$ cat config.mk
export PLATFORM = sky130hd
export DESIGN_NAME = qbert_move_ctrl_flat
export DESIGN_NICKNAME = d
export VERILOG_FILES = /design/src/rtl/qbert_move_ctrl_pkg.sv /design/src/rtl/qbert_move_ctrl_if.sv /design/src/rtl/qbert_move_ctrl_pyramid_nav.sv /design/src/rtl/qbert_move_ctrl.sv /design/src/flat_wrapper.sv
export SDC_FILE = /design/constraint.sdc
export NUM_CORES = 1
export LEC_CHECK = 0
export CORE_ASPECT_RATIO = 1.5
export CORE_MARGIN = 2
export CORE_UTILIZATION = 48
export CTS_CLUSTER_SIZE = 24
export DETAILED_ROUTE_END_ITERATION = 8
export HOLD_SLACK_MARGIN = 0.05
export PLACE_DENSITY = 0.76
export SYNTH_ARGS = -nofsm -noshare
export SYNTH_HDL_FRONTEND = slang
export SYNTH_HIERARCHICAL = 1
export SYNTH_SLANG_ARGS = --single-unit
$ cat constraint.sdc
create_clock -name clk -period 5.5 [get_ports clk]
set_input_delay 1.1 -clock clk [delete_from_list [all_inputs] [get_ports clk]]
set_output_delay 1.1 -clock clk [all_outputs]
set_load 0.01 [all_outputs]
$ cat src/rtl/qbert_move_ctrl_pkg.sv
// Shared types and constants for the Qbert movement controller.
// Cube n = r(r+1)/2 + k on a 7-row pyramid; bit n of every 28-bit cube vector.
package qbert_pkg;

  localparam int N_CUBE = 28;
  localparam int N_ROW  = 7;

  localparam logic [2:0]        ROW_MAX = 3'(N_ROW - 1);
  localparam logic [N_CUBE-1:0] TOP     = 28'h0000001;
  // k = 0 edge and k = r edge; both include the top cube
  localparam logic [N_CUBE-1:0] RSIDE   = 28'h020844B;
  localparam logic [N_CUBE-1:0] LSIDE   = 28'h8104225;

  typedef enum logic [2:0] {
    DIR_NONE       = 3'b000,
    DIR_DOWN_RIGHT = 3'b001,
    DIR_DOWN_LEFT  = 3'b010,
    DIR_UP_RIGHT   = 3'b011,
    DIR_UP_LEFT    = 3'b100
  } dir_e;

  typedef enum logic [2:0] {
    LS_START  = 3'b000,
    LS_JUMP   = 3'b001,
    LS_IDLE   = 3'b010,
    LS_SAUCER = 3'b011,
    LS_KO     = 3'b100
  } layer_e;

  typedef enum logic [1:0] {
    ST_READY,
    ST_MOVING,
    ST_FALL
  } move_st_e;

  function automatic logic [N_CUBE-1:0] cube_onehot(input logic [2:0] row, input logic [2:0] col);
    logic [5:0]        r6;
    logic [5:0]        idx;
    logic [N_CUBE-1:0] one;
    r6  = {3'b000, row};
    idx = ((r6 * (r6 + 6'd1)) >> 1) + {3'b000, col};
    one = TOP;
    return one << idx;
  endfunction

endpackage

$ cat src/rtl/qbert_move_ctrl_if.sv
// Jump command handshake between the input source and the movement controller.
interface qbert_move_ctrl_if;
  logic       cmd_valid;
  logic [2:0] cmd_dir;
  logic       cmd_ready;

  modport master (output cmd_valid, output cmd_dir, input  cmd_ready);
  modport slave  (input  cmd_valid, input  cmd_dir, output cmd_ready);
endinterface

$ cat src/rtl/qbert_move_ctrl_pyramid_nav.sv
// Combinational neighbour lookup: current (row, col) plus direction gives the
// target cube and whether that target falls off the pyramid.
module pyramid_nav
  import qbert_pkg::*;
(
  input  logic [2:0]        row,
  input  logic [2:0]        col,
  input  dir_e              dir,
  output logic [2:0]        tgt_row,
  output logic [2:0]        tgt_col,
  output logic [N_CUBE-1:0] tgt_onehot,
  output logic              off_pyr
);

  logic [N_CUBE-1:0] here;

  assign here = cube_onehot(row, col);

  always_comb begin
    tgt_row = row;
    tgt_col = col;
    off_pyr = 1'b1;
    case (dir)
      DIR_DOWN_RIGHT: begin
        tgt_row = row + 3'd1;
        off_pyr = (row == ROW_MAX);
      end
      DIR_DOWN_LEFT: begin
        tgt_row = row + 3'd1;
        tgt_col = col + 3'd1;
        off_pyr = (row == ROW_MAX);
      end
      // upward moves fail exactly on the edge the move points away from
      DIR_UP_RIGHT: begin
        tgt_row = row - 3'd1;
        tgt_col = col - 3'd1;
        off_pyr = |(here & RSIDE);
      end
      DIR_UP_LEFT: begin
        tgt_row = row - 3'd1;
        off_pyr = |(here & LSIDE);
      end
      default: ;
    endcase
    tgt_onehot = off_pyr ? '0 : cube_onehot(tgt_row, tgt_col);
  end

endmodule

$ cat src/rtl/qbert_move_ctrl.sv
// Qbert movement controller: accepts jump commands, tracks position and
// visited cubes, and sequences falls, saucer rides and restarts.
//   state     | meaning
//   ST_READY  | waiting for a command; e_next_qb equals position_qb
//   ST_MOVING | move issued, waiting for the done_move rising edge
//   ST_FALL   | jumped off the pyramid, waiting for the layer to show START
module qbert_move_ctrl
  import qbert_pkg::*;
(
  input  logic              clk,
  input  logic              reset,
  input  logic              e_start_qb,
  qbert_move_ctrl_if.slave  cmd,
  input  logic              done_move,
  input  logic [2:0]        state_qb,
  output logic [N_CUBE-1:0] position_qb,
  output logic [N_CUBE-1:0] e_next_qb,
  output logic [2:0]        e_jump_qb,
  output logic              e_bad_jump,
  output logic [N_CUBE-1:0] cube_visited,
  output logic              all_visited
);

  move_st_e          fsm_q, fsm_d;
  logic [2:0]        row_q, row_d, col_q, col_d;
  logic [2:0]        nxt_row_q, nxt_row_d, nxt_col_q, nxt_col_d;
  logic [N_CUBE-1:0] e_next_q, e_next_d;
  dir_e              jump_q, jump_d;
  logic              bad_q, bad_d;
  logic [N_CUBE-1:0] visited_q, visited_d;
  logic              saucer_q, saucer_d;
  logic              done_prev_q, done_prev_d;
  logic              armed_q, armed_d;

  layer_e            layer;
  logic              cmd_legal, ready_c, accept, done_rise;
  logic [2:0]        nav_row, nav_col;
  logic [N_CUBE-1:0] nav_onehot;
  logic              nav_off;

  pyramid_nav u_nav (
    .row        (row_q),
    .col        (col_q),
    .dir        (dir_e'(cmd.cmd_dir)),
    .tgt_row    (nav_row),
    .tgt_col    (nav_col),
    .tgt_onehot (nav_onehot),
    .off_pyr    (nav_off)
  );

  assign layer     = layer_e'(state_qb);
  assign cmd_legal = (cmd.cmd_dir >= 3'd1) && (cmd.cmd_dir <= 3'd4);
  // armed_q keeps commands out until one full clock after reset release
  assign ready_c   = armed_q && (fsm_q == ST_READY) && !saucer_q
                     && (layer == LS_IDLE) && !e_start_qb;
  assign accept    = ready_c && cmd.cmd_valid && cmd_legal;
  assign done_rise = done_move && !done_prev_q;

  always_comb begin
    fsm_d       = fsm_q;
    row_d       = row_q;
    col_d       = col_q;
    nxt_row_d   = nxt_row_q;
    nxt_col_d   = nxt_col_q;
    e_next_d    = e_next_q;
    jump_d      = jump_q;
    bad_d       = bad_q;
    visited_d   = visited_q;
    saucer_d    = saucer_q;
    done_prev_d = done_move;
    armed_d     = 1'b1;

    if (e_start_qb) begin
      fsm_d     = ST_READY;
      row_d     = 3'd0;
      col_d     = 3'd0;
      nxt_row_d = 3'd0;
      nxt_col_d = 3'd0;
      e_next_d  = TOP;
      jump_d    = DIR_NONE;
      bad_d     = 1'b0;
      visited_d = TOP;
      saucer_d  = 1'b0;
    end else if (layer == LS_SAUCER) begin
      // drop the pending move and park the target on the current cube
      fsm_d     = ST_READY;
      jump_d    = DIR_NONE;
      bad_d     = 1'b0;
      nxt_row_d = row_q;
      nxt_col_d = col_q;
      e_next_d  = cube_onehot(row_q, col_q);
      saucer_d  = 1'b1;
    end else if (saucer_q) begin
      if (layer == LS_START) begin
        row_d     = 3'd0;
        col_d     = 3'd0;
        nxt_row_d = 3'd0;
        nxt_col_d = 3'd0;
        e_next_d  = TOP;
        saucer_d  = 1'b0;
      end
    end else begin
      case (fsm_q)
        ST_READY: begin
          if (accept) begin
            fsm_d     = ST_MOVING;
            jump_d    = dir_e'(cmd.cmd_dir);
            nxt_row_d = nav_row;
            nxt_col_d = nav_col;
            e_next_d  = nav_onehot;
            bad_d     = nav_off;
          end
        end
        ST_MOVING: begin
          if (done_rise) begin
            jump_d = DIR_NONE;
            if (bad_q) begin
              fsm_d = ST_FALL;
            end else begin
              fsm_d     = ST_READY;
              row_d     = nxt_row_q;
              col_d     = nxt_col_q;
              visited_d = visited_q | e_next_q;
            end
          end
        end
        ST_FALL: begin
          if (layer == LS_START) begin
            fsm_d     = ST_READY;
            row_d     = 3'd0;
            col_d     = 3'd0;
            nxt_row_d = 3'd0;
            nxt_col_d = 3'd0;
            e_next_d  = TOP;
            bad_d     = 1'b0;
          end
        end
        default: fsm_d = ST_READY;
      endcase
    end
  end

  always_ff @(posedge clk or negedge reset) begin
    if (!reset) begin
      fsm_q       <= ST_READY;
      row_q       <= 3'd0;
      col_q       <= 3'd0;
      nxt_row_q   <= 3'd0;
      nxt_col_q   <= 3'd0;
      e_next_q    <= TOP;
      jump_q      <= DIR_NONE;
      bad_q       <= 1'b0;
      visited_q   <= TOP;
      saucer_q    <= 1'b0;
      done_prev_q <= 1'b0;
      armed_q     <= 1'b0;
    end else begin
      fsm_q       <= fsm_d;
      row_q       <= row_d;
      col_q       <= col_d;
      nxt_row_q   <= nxt_row_d;
      nxt_col_q   <= nxt_col_d;
      e_next_q    <= e_next_d;
      jump_q      <= jump_d;
      bad_q       <= bad_d;
      visited_q   <= visited_d;
      saucer_q    <= saucer_d;
      done_prev_q <= done_prev_d;
      armed_q     <= armed_d;
    end
  end

  assign cmd.cmd_ready = ready_c;
  assign position_qb   = cube_onehot(row_q, col_q);
  assign e_next_qb     = e_next_q;
  assign e_jump_qb     = jump_q;
  assign e_bad_jump    = bad_q;
  assign cube_visited  = visited_q;
  assign all_visited   = &visited_q;

endmodule

$ cat src/flat_wrapper.sv
// flat-port wrapper written by rule: the top's interface ports become plain ports
module qbert_move_ctrl_flat import qbert_pkg::*;
  (clk, reset, e_start_qb, done_move, state_qb, position_qb, e_next_qb, e_jump_qb, e_bad_jump, cube_visited, all_visited, cmd_cmd_valid, cmd_cmd_dir, cmd_cmd_ready);
  qbert_move_ctrl_if cmd_i ();
  input  logic clk;
  input  logic reset;
  input  logic e_start_qb;
  input  logic done_move;
  input  logic [2:0] state_qb;
  output logic [N_CUBE-1:0] position_qb;
  output logic [N_CUBE-1:0] e_next_qb;
  output logic [2:0] e_jump_qb;
  output logic e_bad_jump;
  output logic [N_CUBE-1:0] cube_visited;
  output logic all_visited;
  input wire logic [$bits(cmd_i.cmd_valid)-1:0] cmd_cmd_valid;
  input wire logic [$bits(cmd_i.cmd_dir)-1:0] cmd_cmd_dir;
  output wire logic [$bits(cmd_i.cmd_ready)-1:0] cmd_cmd_ready;
  assign cmd_i.cmd_valid = cmd_cmd_valid;
  assign cmd_i.cmd_dir = cmd_cmd_dir;
  assign cmd_cmd_ready = cmd_i.cmd_ready;
  qbert_move_ctrl u_core (.clk(clk), .reset(reset), .e_start_qb(e_start_qb), .cmd(cmd_i), .done_move(done_move), .state_qb(state_qb), .position_qb(position_qb), .e_next_qb(e_next_qb), .e_jump_qb(e_jump_qb), .e_bad_jump(e_bad_jump), .cube_visited(cube_visited), .all_visited(all_visited));
endmodule
==> results of run 1 <==
[per-layer routing]
layer | routed length [um] | vias up | global-route usage [%]
met5 | 0 | - | 0
met2 | 9400 | 217 | 52.0
met3 | 736 | 56 | 3.39
met1 | 6150 | 2654 | 28.5
li1 | - | 2450 | -
met4 | 849 | 0 | 15.4
[cell families after synthesis]
family,Yosys count,synth area share (%)
adder cells (fa/ha/maj),48,12.6
buffers and inverters,59,4.99
other,1,0.0677
AO/OA/AOI/OAI,162,18.8
AND/OR/NAND/NOR,228,21.3
XOR/XNOR,32,6.87
multiplexers,3,0.565
flip-flops,77,34.8
[repair_timing]
item / CTS / global route
endpoints found under the setup margin: 48 / 54
setup buffers: 1 / 4
hold buffers: 0 / 0
pin swaps: 13 / 19
resized for setup: 29 / 38
[sequential cells by signal, summed over array words and instances, names as in the netlist]
register             cells
u_core/row_q             3
u_core/saucer_q          1
u_core/armed_q           1
u_core/e_jump_qb         3
u_core/fsm_q             2
u_core/e_bad_jump        1
u_core/nxt_row_q         3
u_core/done_prev_q       1
u_core/cube_visited     28
u_core/nxt_col_q         3
u_core/e_next_qb        28
u_core/col_q             3
[critical path, cell delays in order (launching register included)]
cell and delay (ps):
dfrtp_1 390, ha_1 190, inv_1 50, ha_1 240, nor2_2 120, fa_1 400, ha_1 220, fa_1 550
ha_4 250, a21oi_4 220, xor2_2 230, buf_4 190, nand2b_1 180, nor2_1 140, clkdlybuf4s50_1 540
[cell usage after synthesis, types with 3 or more instances]
master and instances:
nor2_1 78, dfrtp_1 75, a21oi_1 42, ha_1 35, o21ai_0 35, inv_1 30, a22oi_1 29, nand2_1 25
nor4_1 20, nor3_1 18, nand3_1 17, fa_1 13, xnor2_1 13, nand2b_1 12, xor2_1 12, clkbuf_1 11
o21ai_1 11, nor2b_1 9, nand4_1 8, and3_1 7, buf_2 7, a21o_1 6, a22o_1 6, and2_1 6
or3_1 6, nand3b_1 4, o31ai_1 4, a221o_1 3, a31oi_1 3, buf_1 3, buf_4 3, buf_6 3
nor3b_2 3, o211a_1 3, o21bai_1 3, or2_2 3, xnor2_4 3
[power by group through the flow]
| stage | Sequential [uW] | Combinational (uW) | Clock (uW) |
|---|---|---|---|
| after floorplan | 600 | 321 | 0 |
| after CTS | 588 | 533 | 608 |
| after detailed placement | 599 | 513 | 0 |
| final | 589 | 592 | 600 |
| after global placement | 598 | 499 | 0 |
| after global routing | 590 | 633 | 630 |
[metrics by stage]
step                setup TNS, ps  util [%]  hold slack, ps  cells  setup WS [ps]
floorplan                   -9.89         -             451    610          -6.80
global placement           -10310      61.8             468    877           -526
detailed placement         -15810      61.8             481    877           -683
CTS                         -18.3      65.3             495    894          -18.3
global route                -42.7      66.9             515    898          -14.5
finish                          0      66.9             495    898            136
[layout make-up]
| cell class | count | area, um2 | share of cell area, % |
|---|---|---|---|
| inverter | 30 | 113 | 1.47 |
| timing repair buffer | 151 | 1380 | 18.1 |
| tap | 150 | 188 | 2.46 |
| clock inverter | 6 | 71.3 | 0.934 |
| clock buffer | 10 | 229 | 3.00 |
| multi-input combinational | 474 | 3730 | 48.8 |
| sequential | 77 | 1930 | 25.3 |
[how the worst max path moves through the flow]
stage	end	slack (ps)	cells past startpoint
CTS	u_core/e_next_qb[10]	-20	22
global placement	u_core/e_next_qb[11]	-530	22
detailed placement	u_core/e_next_qb[13]	-680	22
floorplan	u_core/e_next_qb[27]	-7	23
finish	position_qb[9]	140	14
global route	position_qb[10]	-10	13
[cell usage in the layout, fill, tap and decap left out, types with 7 or more instances in the layout]
cell and count:
inv_1 30, xor2_1 7, a22oi_1 29, o21ai_1 20, nand2b_1 10, nand4_1 8
nor3_1 10, o21ai_0 24, dfrtp_1 75, nand2_1 24, nor4_1 13, a21oi_1 39
ha_1 32, nand3_1 17, xnor2_1 9, clkbuf_16 9, nor4_2 7, fa_1 11
buf_4 51, and3_1 7, clkdlybuf4s50_1 89, nor2_1 76
==> flow_metrics.env, run 1 <==
export IMPL_syn_area_um2=5540
export IMPL_start_util_pct=48.5
export IMPL_ir_drop_uv=161
export IMPL_worstHoldStart="u_core/nxt_row_q[2]"
export IMPL_grt_pass1_wl_um=26600
export IMPL_num_io_pins=101
export IMPL_synth_edf_count=0
export IMPL_synth_top_area_cell="dfrtp_1"
export IMPL_vias=5377
export IMPL_finalClockSkew_ps=7.04
export IMPL_gp_congestion=0.972
export IMPL_finalMaxSlewViolations=0
export IMPL_maxCapViolations=0
export IMPL_die_x_um=91.7
export IMPL_cts_htree_levels=3
export IMPL_core_area_um2=11400
export IMPL_setup_violations=0
export IMPL_crit_fanout=6
export IMPL_power_share_combinational_pct=33.2
export IMPL_r2r_start="u_core/row_q[0]"
export IMPL_drc=0
export IMPL_grt_usage_pct=27.3
export IMPL_die_h_um=136
export IMPL_crit_path_end_kind="output port"
export IMPL_nets=802
export IMPL_synth_async_reset_ratio_pct=100
export IMPL_period_share_pct=97.5
export IMPL_viasPerCell=5.99
export IMPL_synth_avg_cell_area_um2=9.08
export IMPL_critPathKind="flip-flop to output port"
export IMPL_power_leakage_uw=0.00332
export IMPL_design_area_um2=7640
export IMPL_synthCells=610
export IMPL_hold_path_class="flip-flop to flip-flop"
export IMPL_wl_per_cell_um=19.1
export IMPL_report_final_hold_viol_count=0
export IMPL_worstReg2RegEnd="u_core/e_next_qb[1]"
export IMPL_power_share_clock_pct=33.7
export IMPL_status="finished, final reports clean"
export IMPL_ant_nets=0
export IMPL_cts_root_buf="clkbuf_16"
export IMPL_grt_overflow=0
export IMPL_row_count=48
export IMPL_antenna_cells=0
export IMPL_wl_um=17100
export IMPL_fin_crit_ps=5360
export IMPL_ys_ff_latch=77
export IMPL_power_uw=1780
export IMPL_critPathLaunchType="flip-flop"
export IMPL_holdPathEnd="u_core/nxt_row_q[2]"
export IMPL_power_switching_uw=604
export IMPL_first_iter_violations=310
export IMPL_arrival_ps=4260
export IMPL_numCtsBuffers=9
export IMPL_grt_start_max_net_pins=78
export IMPL_antenna_found_initial=0
export IMPL_ff2ff_path_depth=21
export IMPL_synthTopCellsByArea="dfrtp_1 34%, ha_1 7.9%, nor2_1 5.3%, fa_1 4.7%, a22oi_1 3.9%"
export IMPL_dpl_cell_area_um2=7050
export IMPL_final_fill_count=921
export IMPL_cts_max_path_buffers=2
export IMPL_swShare_pct=33.9
export IMPL_drive_above_1_share_pct=19.8
export IMPL_synthesis_nets=669
export IMPL_ys_types=68
export IMPL_cts_sinks=77
export IMPL_fmax_ghz=0.186
export IMPL_seq_area_frac_synth_pct=34.8
export IMPL_powerDensity_nw_per_um2=233
export IMPL_crit_start="u_core/row_q[0]"
export IMPL_die_area_um2=12400
export IMPL_port_buffers=100
export IMPL_synth_top_area_share_pct=33.9
export IMPL_grt_pass1_vias=5301
export IMPL_syn_to_final_growth_pct=37.9
export IMPL_clk_latency_ps=340
export IMPL_p_int_uw=1180
export IMPL_dp_hpwl_um=12900
export IMPL_r2r_slack_ps=300
export IMPL_worstMarginPinSlew_ps=1090
export IMPL_slew_headroom_pct=27.0
export IMPL_pwr_share_seq_pct=33.1
export IMPL_tritoncts="done"
export IMPL_firstDrtPassIters=5
export IMPL_clk_pin_slew_ps=60
export IMPL_required_ps=4400
export IMPL_min_path_cells=2
export IMPL_synth_warning_count=6
export IMPL_ys_flop_type="dfrtp_1"
No activity file was read; power rests on OpenSTA's default activity.
==> inputs of run 2 (changes only) <==
--- a/config.mk
+++ b/config.mk
@@ -11,7 +11,7 @@
 export CTS_CLUSTER_SIZE = 24
 export DETAILED_ROUTE_END_ITERATION = 8
 export HOLD_SLACK_MARGIN = 0.05
-export PLACE_DENSITY = 0.76
+export PLACE_DENSITY = 0.77
 export SYNTH_ARGS = -nofsm -noshare
 export SYNTH_HDL_FRONTEND = slang
 export SYNTH_HIERARCHICAL = 1
==> flow_metrics.env, run 2 (synthesis gave the netlist of run 1 again) <==
export IMPL_status="finished, final reports clean"
export IMPL_worstHoldStart="u_core/nxt_col_q[1]"
export IMPL_port_buffers=100
export IMPL_fmax_ghz=0.186
export IMPL_layout_common_cells="87 x clkdlybuf4s50_1, 75 x nor2_1, 75 x dfrtp_1"
export IMPL_cts_max_path_buffers=2
export IMPL_drc=0
export IMPL_crit_top_cell="ha_1"
export IMPL_clk_pin_slew_ps=60
export IMPL_period_share_pct=97.6
export IMPL_clk_latency_ps=330
export IMPL_dp_hpwl_um=12800
export IMPL_power_leakage_uw=0.00338
export IMPL_ant_nets=0
export IMPL_grt_pass1_vias=5349
export IMPL_grt_pass1_wl_um=27000
export IMPL_cp_slowest_cell="fa_1"
export IMPL_grt_usage_pct=27.6
export IMPL_row_count=48
export IMPL_arrival_ps=4270
export IMPL_worstMarginPinSlew_ps=1060
export IMPL_start_util_pct=48.5
export IMPL_syn_to_final_growth_pct=38.9
export IMPL_cts_hold_buf=0
export IMPL_cts_sinks=77
export IMPL_report_final_hold_viol_count=0
export IMPL_grt_start_max_net_pins=78
export IMPL_rsz0062_at_grt="true"
export IMPL_viasPerCell=6.03
export IMPL_required_ps=4400
export IMPL_firstDrtPassIters=5
export IMPL_slew_headroom_pct=29.3
export IMPL_tritoncts="done"
export IMPL_vias=5430
export IMPL_final_cells=901
export IMPL_fin_util_pct=67.4
export IMPL_critPathLaunchType="flip-flop"
export IMPL_holdWs_ps=483
export IMPL_drive_above_1_share_pct=20.9
export IMPL_die_h_um=136
export IMPL_finalMaxSlewViolations=0
export IMPL_dp_cells=879
export IMPL_antenna_found_initial=0
export IMPL_maxCapViolations=0
export IMPL_hold_path_class="flip-flop to flip-flop"
export IMPL_layout_commonest_cell="clkdlybuf4s50_1"
export IMPL_finalClockSkew_ps=7.83
export IMPL_crit_fanout=6
export IMPL_crit_path_end_kind="output port"
export IMPL_cts_root_buf="clkbuf_16"
export IMPL_antenna_cells=0
export IMPL_crit_chain="ha_1, inv_1, ha_1, nor2_2, fa_1, ha_1, fa_1, ha_4, xor2_2, or3_1, nor2_1, clkdlybuf4s50_1"
export IMPL_die_x_um=91.7
export IMPL_gp_congestion=0.977
export IMPL_numCtsBuffers=9
export IMPL_die_area_um2=12400
export IMPL_core_area_um2=11400
export IMPL_ir_drop_uv=163
export IMPL_fin_crit_ps=5370
export IMPL_powerDensity_nw_per_um2=241
export IMPL_num_io_pins=101
export IMPL_crit_start="u_core/row_q[0]"
export IMPL_r2r_start="u_core/row_q[0]"
export IMPL_nets=805
export IMPL_first_iter_violations=372
export IMPL_setup_violations=0
export IMPL_wl_um=17200
export IMPL_critPathKind="flip-flop to output port"
export IMPL_wl_per_cell_um=19.1
export IMPL_grt_overflow=0
export IMPL_slowest_delay_ps=590
export IMPL_cts_htree_levels=3
run 2: timing repair:
action,in CTS,in global routing
buffers inserted,2,4
hold endpoints to repair,0,0
pin swaps,7,11
gates resized for setup,32,37
setup endpoints to repair,56,46
run 2: routing by layer:
| metal | part of all wire (%) | vias to the layer above | global-route usage [%] |
|---|---|---|---|
| li1 | - | 2454 | - |
| met1 | 35 | 2673 | 29.4 |
| met2 | 55 | 242 | 52.0 |
| met3 | 5.5 | 61 | 3.95 |
| met4 | 4.9 | 0 | 14.8 |
| met5 | 0 | - | 0 |
run 2: final cells by class:
class / count / area [um2]
multi-input combinational: 474 / 3720
fill: 893 / 3710
sequential: 77 / 1930
timing repair buffer: 154 / 1400
clock buffer: 10 / 229
tap: 150 / 188
clock inverter: 6 / 113
inverter: 30 / 113
run 2: worst paths after layout:
kind	to	slack [ps]	cells past startpoint
min in group asynchronous	u_core/cube_visited[22]	900	1
min	u_core/nxt_col_q[1]	480	2
min reg2reg	u_core/nxt_col_q[1]	480	2
max	position_qb[6]	130	12
max in group asynchronous	u_core/e_next_qb[24]	3970	1
max reg2reg	u_core/e_next_qb[1]	350	20
run 2: worst max-delay path, delay by kind of cell (launching register included):
family	cells	cell delay [ps]
fa+ha+maj	6	1900
simple gates	3	820
buf+inv	2	610
flops	1	380
xor+xnor	1	220
run 2: where the power goes:
| part | total (uW) | switching, uW | leakage [uW] | internal, uW |
|---|---|---|---|---|
| Combinational | 593 | 350 | 0.00216 | 242 |
| Sequential | 589 | 10.1 | 0.00106 | 579 |
| Clock | 675 | 231 | 0.000167 | 444 |
run 2: per-stage QoR:
stage               setup slack, ps  power, uW  area, um2  setup TNS (ps)
finish                          133       1860       7700               0
global route                  -20.7       1940       7700           -66.0
CTS                           -76.3       1830       7550           -76.3
detailed placement             -719       1110       7070          -16080
global placement               -607       1100       7070          -10410
floorplan                     -6.80        921       5700           -9.89
==> inputs of run 3 (changes only) <==
--- a/config.mk
+++ b/config.mk
@@ -11,6 +11,7 @@
 export CTS_CLUSTER_SIZE = 24
 export DETAILED_ROUTE_END_ITERATION = 8
 export HOLD_SLACK_MARGIN = 0.05
+export MAX_ROUTING_LAYER = met4
 export PLACE_DENSITY = 0.77
 export SYNTH_ARGS = -nofsm -noshare
 export SYNTH_HDL_FRONTEND = slang
==> flow_metrics.env, run 3 (synthesis gave the netlist of run 1 again) <==
export IMPL_maxCapViolations=0
export IMPL_clk_latency_ps=340
export IMPL_syn_to_final_growth_pct=40.5
export IMPL_finalMaxSlewViolations=0
export IMPL_row_count=48
export IMPL_power_leakage_uw=0.00337
export IMPL_report_final_hold_viol_count=0
export IMPL_wl_per_cell_um=19.3
export IMPL_num_io_pins=101
export IMPL_fin_util_pct=68.2
export IMPL_numCtsBuffers=9
export IMPL_slew_headroom_pct=28.0
export IMPL_cts_max_path_buffers=2
export IMPL_crit_fanout=4
export IMPL_wl_um=17400
export IMPL_layout_common_cells="86 x clkdlybuf4s50_1, 75 x dfrtp_1, 73 x nor2_1"
export IMPL_die_x_um=91.7
export IMPL_rsz0062_at_grt="true"
export IMPL_viasPerCell=6.05
export IMPL_finalClockSkew_ps=7.88
export IMPL_core_area_um2=11400
export IMPL_grt_pass1_vias=5175
export IMPL_dp_hpwl_um=12900
export IMPL_hold_path_class="flip-flop to flip-flop"
export IMPL_grt_start_max_net_pins=78
export IMPL_antenna_cells=0
export IMPL_ir_drop_uv=123
export IMPL_worstReg2RegEnd="u_core/e_next_qb[4]"
export IMPL_cts_sinks=77
export IMPL_powerDensity_nw_per_um2=229
export IMPL_drc=0
export IMPL_start_util_pct=48.5
export IMPL_fmax_ghz=0.181
export IMPL_required_ps=5720
export IMPL_status="complete, but fails checks"
export IMPL_drive_above_1_share_pct=22.7
export IMPL_firstDrtPassIters=5
export IMPL_gp_congestion=1.05
export IMPL_postLayoutSetupSlackWorst_ps=-22.8
export IMPL_r2r_slack_ps=380
export IMPL_setup_violations=1
export IMPL_min_path_cells=2
export IMPL_layout_commonest_cell="clkdlybuf4s50_1"
export IMPL_crit_path_end_kind="flip-flop"
export IMPL_crit_start="cmd_cmd_dir[2]"
export IMPL_grt_usage_pct=28.3
export IMPL_clk_pin_slew_ps=60
export IMPL_first_iter_violations=349
export IMPL_antenna_found_initial=0
export IMPL_fin_crit_ps=5520
export IMPL_nets=806
export IMPL_ff2ff_path_depth=20
export IMPL_grt_pass1_wl_um=26900
export IMPL_die_h_um=136
export IMPL_r2r_start="u_core/row_q[0]"
export IMPL_ant_nets=0
export IMPL_period_share_pct=100
export IMPL_critPathLaunchType="input pin"
export IMPL_arrival_ps=5740
export IMPL_die_area_um2=12400
export IMPL_cts_htree_levels=3
export IMPL_grt_overflow=0
export IMPL_port_buffers=100
export IMPL_critPathKind="input pin to flip-flop"
export IMPL_cts_root_buf="clkbuf_16"
export IMPL_post_place_ws_ps=-756
export IMPL_tritoncts="done"
export IMPL_power_uw=1780
export IMPL_violations="negative setup slack"
export IMPL_worstMarginPinSlew_ps=1080
export IMPL_vias=5453
export IMPL_endpoint="u_core/e_next_qb[13]"
export IMPL_setup_tns_final_ps=-22.8
run 3: worst min-delay path by stage:
stage,to,slack (ps),start
2_1_floorplan,u_core/nxt_col_q[0],450,u_core/nxt_col_q[0]
3_3_place_gp,u_core/nxt_col_q[2],470,u_core/nxt_col_q[2]
3_5_place_dp,u_core/nxt_row_q[2],480,u_core/nxt_row_q[2]
4_1_cts,u_core/nxt_row_q[2],490,u_core/nxt_row_q[2]
5_1_grt,u_core/nxt_row_q[2],510,u_core/nxt_row_q[2]
6_report,u_core/nxt_row_q[2],490,u_core/nxt_row_q[2]
run 3: metal layers:
| metal | vias up | wire [um] | track usage, % |
|---|---|---|---|
| met4 | 0 | 901 | 15.3 |
| met5 | - | 0 | - |
| met2 | 276 | 9440 | 50.3 |
| met3 | 71 | 949 | 2.95 |
| met1 | 2642 | 6100 | 30.9 |
| li1 | 2464 | - | - |
run 3: timing repair:
action                                  in CTS  in global routing
hold buffers                                 0                  0
setup buffers                                0                 10
pin swaps                                    1                 23
endpoints found under the setup margin      56                 50
gates resized for setup                     35                 68
run 3: through the flow:
stage	hold WS (ps)	cell area, um2	cells
finish	493	7780	902
global route	515	7780	902
CTS	493	7470	894
detailed placement	478	7060	878
global placement	465	7060	878
floorplan	451	5700	610
run 3: worst max-delay path: stages:
cell       delay [ps]
buf_2             120
and3b_2           250
nor2_2             60
fa_2              420
nand2b_1          100
o2bb2ai_2          60
or2_4             280
xor2_4            260
xor2_2            180
nand2_1            90
fa_1              490
inv_2              40
fa_2              540
ha_4              220
nor2b_4           130
or3_4             410
a21bo_4           230
a21oi_4           180
o21ai_4           100
nor3_2            210
a22oi_2           100
o31ai_2           160
run 3: report_power, final:
| part | switching (uW) | total (uW) | leakage [uW] | internal (uW) |
|---|---|---|---|---|
| Clock | 243 | 552 | 0.000125 | 309 |
| Combinational | 381 | 641 | 0.00218 | 260 |
| Sequential | 10.1 | 589 | 0.00106 | 579 |
run 3: area by class of cell:
class | instances | area [um2]
tap | 150 | 188
clock inverter | 6 | 48.8
sequential | 77 | 1930
multi-input combinational | 474 | 3860
clock buffer | 10 | 229
inverter | 30 | 113
fill | 901 | 3630
timing repair buffer | 155 | 1420
==> edit 1, RTL diff (flow settings as in run 1) <==
Set the package constant `N_CUBE` to 56 (it was 28).
--- a/src/rtl/qbert_move_ctrl_pkg.sv
+++ b/src/rtl/qbert_move_ctrl_pkg.sv
@@ -2,7 +2,7 @@
 // Cube n = r(r+1)/2 + k on a 7-row pyramid; bit n of every 28-bit cube vector.
 package qbert_pkg;
 
-  localparam int N_CUBE = 28;
+  localparam int N_CUBE = 56;
   localparam int N_ROW  = 7;
 
   localparam logic [2:0]        ROW_MAX = 3'(N_ROW - 1);
Ports: changed (resized cube_visited, e_next_qb and position_qb); port bits go from 101 to 185. The function was not compared with the original's and may differ.
==> edit 1 against run 1 <==
  * The flow now finishes with violations (negative setup slack)
  * Largest power group unchanged
  * Synthesized area is 48% higher
  * Critical path depth is 1 higher
  * Wire length is 59% higher
  * Design area is 54% higher
  * Largest cell class unchanged
  * Setup slack worse by 0.21 ns
  * Power is 77% higher
  * Sequential cell count is 56 higher
  * Final cell count is 53% higher
  * Count of clock-buffer cells in the layout is 9 higher
==> edit 1: results (changes against run 1) <==
clock_network:
  cts_buffers: 17  # was 9
  clk_latency_ns: 0.41  # was 0.34 ns
  h-tree-depth: 4  # was 3
final_layout:
  final.fill_count: 1236  # was 921
  fin_nets: 1213  # was 802
  drive_gt1_share_pct: 20.5  # was 19.8%
place:
  dp_slack_ns: -0.721  # was -0.683 ns
  routabilityCongestion: 1.02  # was 0.972
  port_buffers: 172  # was 100
  dp_hpwl_mm: 19.2  # was 12.9 mm
synthesis:
  synth_cell_type_count: 63  # was 68
  ys_top_cells_by_count: "nor2_1, dfrtp_1, a21oi_1"  # unchanged
  yosysSeqAreaShare_pct: 40.7  # was 34.8%
routing:
  wl_met3_mm: 1.49  # was 736 um
  met2WireLength_mm: 14.3  # was 9.40 mm
  drt_iter0_drc: 802  # was 310
  num_vias: 8249  # was 5377
timing:
  setup_slack_ns: -0.0745  # was 0.136 ns
  finClkSkew_ns: 0.00822  # was 0.00704 ns
  relSlewSlack_pct: 17.8  # was 27.0%
  finalSetupViolations: 7  # was 0
run_status:
  run_status: "finished, violations left"  # was finished, final reports clean
  violations: "negative setup slack"
global_routing:
  grtUsageMet2_pct: 53.0  # was 52.0%
  met3_usage_pct: 4.02  # was 3.39%
  grt_max_degree: 67  # was 78
  grt_pass1_vias: 7797  # was 5301
  grt_util_all_layers_pct: 28.6  # was 27.3%
  grt_pass1_wl_mm: 41.4  # was 26.6 mm
worst_setup_path:
  crit_arrival_ns: 4.47  # was 4.26 ns
  worst-path-max-fanout: 5  # was 6
power:
  vdd_drop_max_v: 0.000208  # was 0.000161 V
  leakage_nw: 5.22  # was 3.32 nW
floorplan:
  die_area_sq_mm: 0.0181  # was 0.0124 sq mm
==> edit 1: cell types whose count changed in the layout (fill, tap and decap cells not counted), sizes merged, moves of 13 or more <==
cell / change
a21oi: +35
dfrtp: +56
buf: +46
o21ai: +17
clkdlybuf4s50: +44
nor3: +17
nand2: +25
conb: +24
a22o: +13
nor2: +65
clkbuf: +15
dlygate4sd2: +15
==> edit 1: through the flow <==
step | cells | hold slack (ns) | instance area [sq um]
6_report | 1377 | 0.490 | 11700
5_1_grt | 1377 | 0.523 | 11700
4_1_cts | 1357 | 0.490 | 11300
3_5_place_dp | 1316 | 0.470 | 10500
3_3_place_gp | 1316 | 0.463 | 10500
2_1_floorplan | 940 | 0.450 | 8510
==> edit 1: logic make-up after synthesis <==
family / Yosys count / synth area share, %
and+or+nand+nor: 340 / 19.8
AOI/OAI and AO/OA: 252 / 19.9
DFF: 133 / 40.7
buffers and inverters: 109 / 6.88
adders and majority gates: 48 / 8.54
xor gates and xnor gates: 28 / 3.43
muxes: 5 / 0.627
other: 3 / 0.138
==> edit 1: cell type report <==
cell class | count | area (sq um) | area share [%]
Multi-Input combinational cell | 698 | 4910 | 41.8
Sequential cell | 133 | 3330 | 28.4
Timing Repair Buffer | 268 | 2470 | 21.0
Inverter | 36 | 135 | 1.15
Tap cell | 210 | 263 | 2.24
Clock buffer | 19 | 443 | 3.77
Clock inverter | 13 | 195 | 1.66
==> edit 1: power by group <==
part | switching [W] | internal, W
clock | 0.000449 | 0.000779
combinational | 0.000513 | 0.000360
sequential | 0.0000337 | 0.00101
==> edit 1: timing repair <==
item	CTS	global route
gates cloned	0	1
setup endpoints to repair	86	81
resized for setup	62	84
pin swaps	15	34
hold buffers	0	0
setup buffers	9	19
==> edit 1: worst max-delay path, cell delays in order (launching register included) <==
cell             delay [ns]
dfrtp_1                0.37
ha_1                   0.15
inv_1                  0.04
ha_1                   0.30
nor2_2                 0.05
fa_1                   0.53
ha_2                   0.19
fa_2                   0.47
ha_4                   0.32
nor2b_2                0.23
o21ai_4                0.10
nor3_2                 0.29
mux2i_4                0.15
buf_4                  0.21
nor2_1                 0.10
clkdlybuf4s50_1        0.55
==> edit 1: path summary, 6_finish.rpt <==
path,slack [ns],cells after the start,end,start
hold reg to reg,0.49,2,u_core/e_jump_qb[0],u_core/e_jump_qb[0]
setup reg to reg,0.40,23,u_core/e_next_qb[14],u_core/row_q[0]
hold / removal,0.49,2,u_core/e_jump_qb[0],u_core/e_jump_qb[0]
setup / recovery,-0.07,15,position_qb[7],u_core/row_q[0]
min in group asynchronous,0.70,1,u_core/e_next_qb[49],reset
max in group asynchronous,3.67,2,u_core/e_jump_qb[1],reset
==> edit 2, RTL diff (config.mk and constraints of run 1) <==
Made on the original files. Reset style: synchronous (`reset`), changed in one clocked block.
--- a/src/rtl/qbert_move_ctrl.sv
+++ b/src/rtl/qbert_move_ctrl.sv
@@ -140,7 +140,7 @@
     end
   end
 
-  always_ff @(posedge clk or negedge reset) begin
+  always_ff @(posedge clk) begin
     if (!reset) begin
       fsm_q       <= ST_READY;
       row_q       <= 3'd0;
Behaviour: differs if reset is asserted again (counterexample within 4 cycles, from zero or initial values and one cycle with reset low); with reset held inactive, the same outputs for 4 cycles.
==> edit 2 against run 1 <==
  * Worst hold slack got worse by 0.041 ns
  * Design area grew 1.4%
  * Highest routed layer unchanged
  * Sequential cell count did not move
  * Setup slack got worse by 0.10 ns
  * Global-route usage down 0.18 points
  * Synthesized area down 2.8%
  * Wire length is 0.28% higher
Power is not compared: it rests on default switching activity, and its combinational part moved more than twofold at a synthesized area within 25%.
==> edit 2: results (changes against run 1) <==
final_layout:
  drive_gt1_share_pct: 22.4  # was 19.8%
  fin_nets: 854  # was 802
  fin_cells: 950  # was 898
  final.fill_count: 860  # was 921
global_routing:
  grt_util_all_layers_pct: 27.1  # was 27.3%
  grt_pass1_vias: 5514  # was 5301
  grt_pass1_wl_mm: 26.6  # about the same
  grt_max_degree: 54  # was 78
clock_network:
  h-tree-depth: 3  # unchanged
run_status:
  run_status: "finished, final reports clean"  # unchanged
place:
  routabilityCongestion: 0.886  # was 0.972
  dp_hpwl_mm: 12.7  # was 12.9 mm
  placed_cells_incl_taps: 921  # was 877
  dp_slack_ns: -0.740  # was -0.683 ns
worst_setup_path:
  cp_slowest_cell: "clkdlybuf4s50_1"  # was fa_1
  worst-path-max-fanout: 7  # was 6
  startpoint: "u_core/row_q[1]"  # was u_core/row_q[0]
  crit_arrival_ns: 4.37  # was 4.26 ns
  timing.rr.start: "u_core/row_q[0]"  # unchanged
synthesis:
  synth_cells: 655  # was 610
  synth_fp_nets: 710  # was 669
  yosysSeqAreaShare_pct: 28.6  # was 34.8%
  yosys_most_used_dff: "dfxtp_1"  # was dfrtp_1
  synth_area_leaders: "dfxtp_1, ha_1, nor2_1"  # was dfrtp_1, ha_1, nor2_1
  synth_cell_type_count: 73  # was 68
  ys_async_sr_fraction_pct: 0  # was 100%
routing:
  wire_per_inst_um: 18.1  # was 19.1 um
  drt_iter0_drc: 392  # was 310
  via_per_inst: 6.01  # was 5.99
  first_pass_iters: 8  # was 5
hold_path:
  min_from: "u_core/e_jump_qb[1]"  # was u_core/nxt_row_q[2]
timing:
  worst-slew-pin-transition_ns: 1.18  # was 1.09 ns
  finClkSkew_ns: 0.00644  # was 0.00704 ns
[edit 2: changes by cell type in the layout (fill, tap and decap cells not counted), sizes merged, moves of 4 or more]
cell / before / now
ha: 35 / 31
a221oi: 0 / 8
buf: 55 / 72
dfrtp: 75 / 0
clkdlybuf4s50: 89 / 82
dlymetal6s2s: 5 / 10
nor2: 78 / 90
nor3: 18 / 34
dfxtp: 0 / 77
a21oi: 44 / 59
o21ai: 46 / 26
a22o: 6 / 11
nand3: 18 / 14
nand4: 8 / 13
[edit 2: cell families after synthesis]
group | count (synthesis) | share of synthesized area, %
compound gates | 167 | 21.0
xor+xnor | 30 | 6.83
fa+ha+maj | 44 | 12.0
buf+inv | 71 | 5.79
flops | 77 | 28.6
mux | 5 | 0.953
simple gates | 261 | 24.8
[edit 2: area by class of cell]
cell class,instances,share of cell area (%)
flip-flops and latches,77,19.9
inverters,35,1.70
multi-input cells,507,51.3
well taps,147,2.38
clock inverters,6,1.45
repair buffers,169,20.4
clock buffers,9,2.91
[edit 2: metrics by stage]
| step | TNS [ns] | area (sq um) | utilization, % | power, W |
|---|---|---|---|---|
| floorplan | -1.92 | 5550 | - | 0.000694 |
| global route | -2.06 | 7740 | 70.4 | 0.00151 |
| CTS | 0 | 7490 | 68.1 | 0.00145 |
| global placement | -12.08 | 6950 | 63.2 | 0.000766 |
| detailed placement | -17.52 | 6950 | 63.2 | 0.000771 |
| finish | 0 | 7740 | 70.4 | 0.00147 |
[edit 2: worst register-to-register path: cells and delay by family (launching register included)]
kind            cells  cell delay, ns
flops               1            0.34
buf+inv             4            0.34
fa+ha+maj           6            1.94
simple gates        6            1.01
compound gates      6            1.34
[edit 2: metal layers]
layer	vias up	track usage, %	share of wire, %
met1	2736	26.5	35
met2	246	52.0	55
li1	2655	-	-
met3	74	4.47	4.8
met4	0	17.0	5.1
met5	-	0	0
[edit 2: worst paths after layout]
check | end | slack, ns | cells past startpoint
min | u_core/e_jump_qb[1] | 0.45 | 2
max | position_qb[16] | 0.03 | 17
max reg2reg | u_core/e_bad_jump | 0.47 | 22
min reg2reg | u_core/e_jump_qb[1] | 0.45 | 2
[edit 2: repair_timing]
item / in CTS / in global routing
gates resized for setup: 40 / 62
buffers inserted: 9 / 5
gates cloned: 0 / 0
pin swaps: 24 / 24
endpoints found under the setup margin: 54 / 56
[edit 2: report_power, final]
| group | total (W) | internal (W) | switching, W |
|---|---|---|---|
| Combinational | 0.000238 | 0.000105 | 0.000134 |
| Clock | 0.000668 | 0.000441 | 0.000227 |
| Sequential | 0.000561 | 0.000560 | 0.00000149 |
| Total | 0.00147 | 0.00111 | 0.000363 |
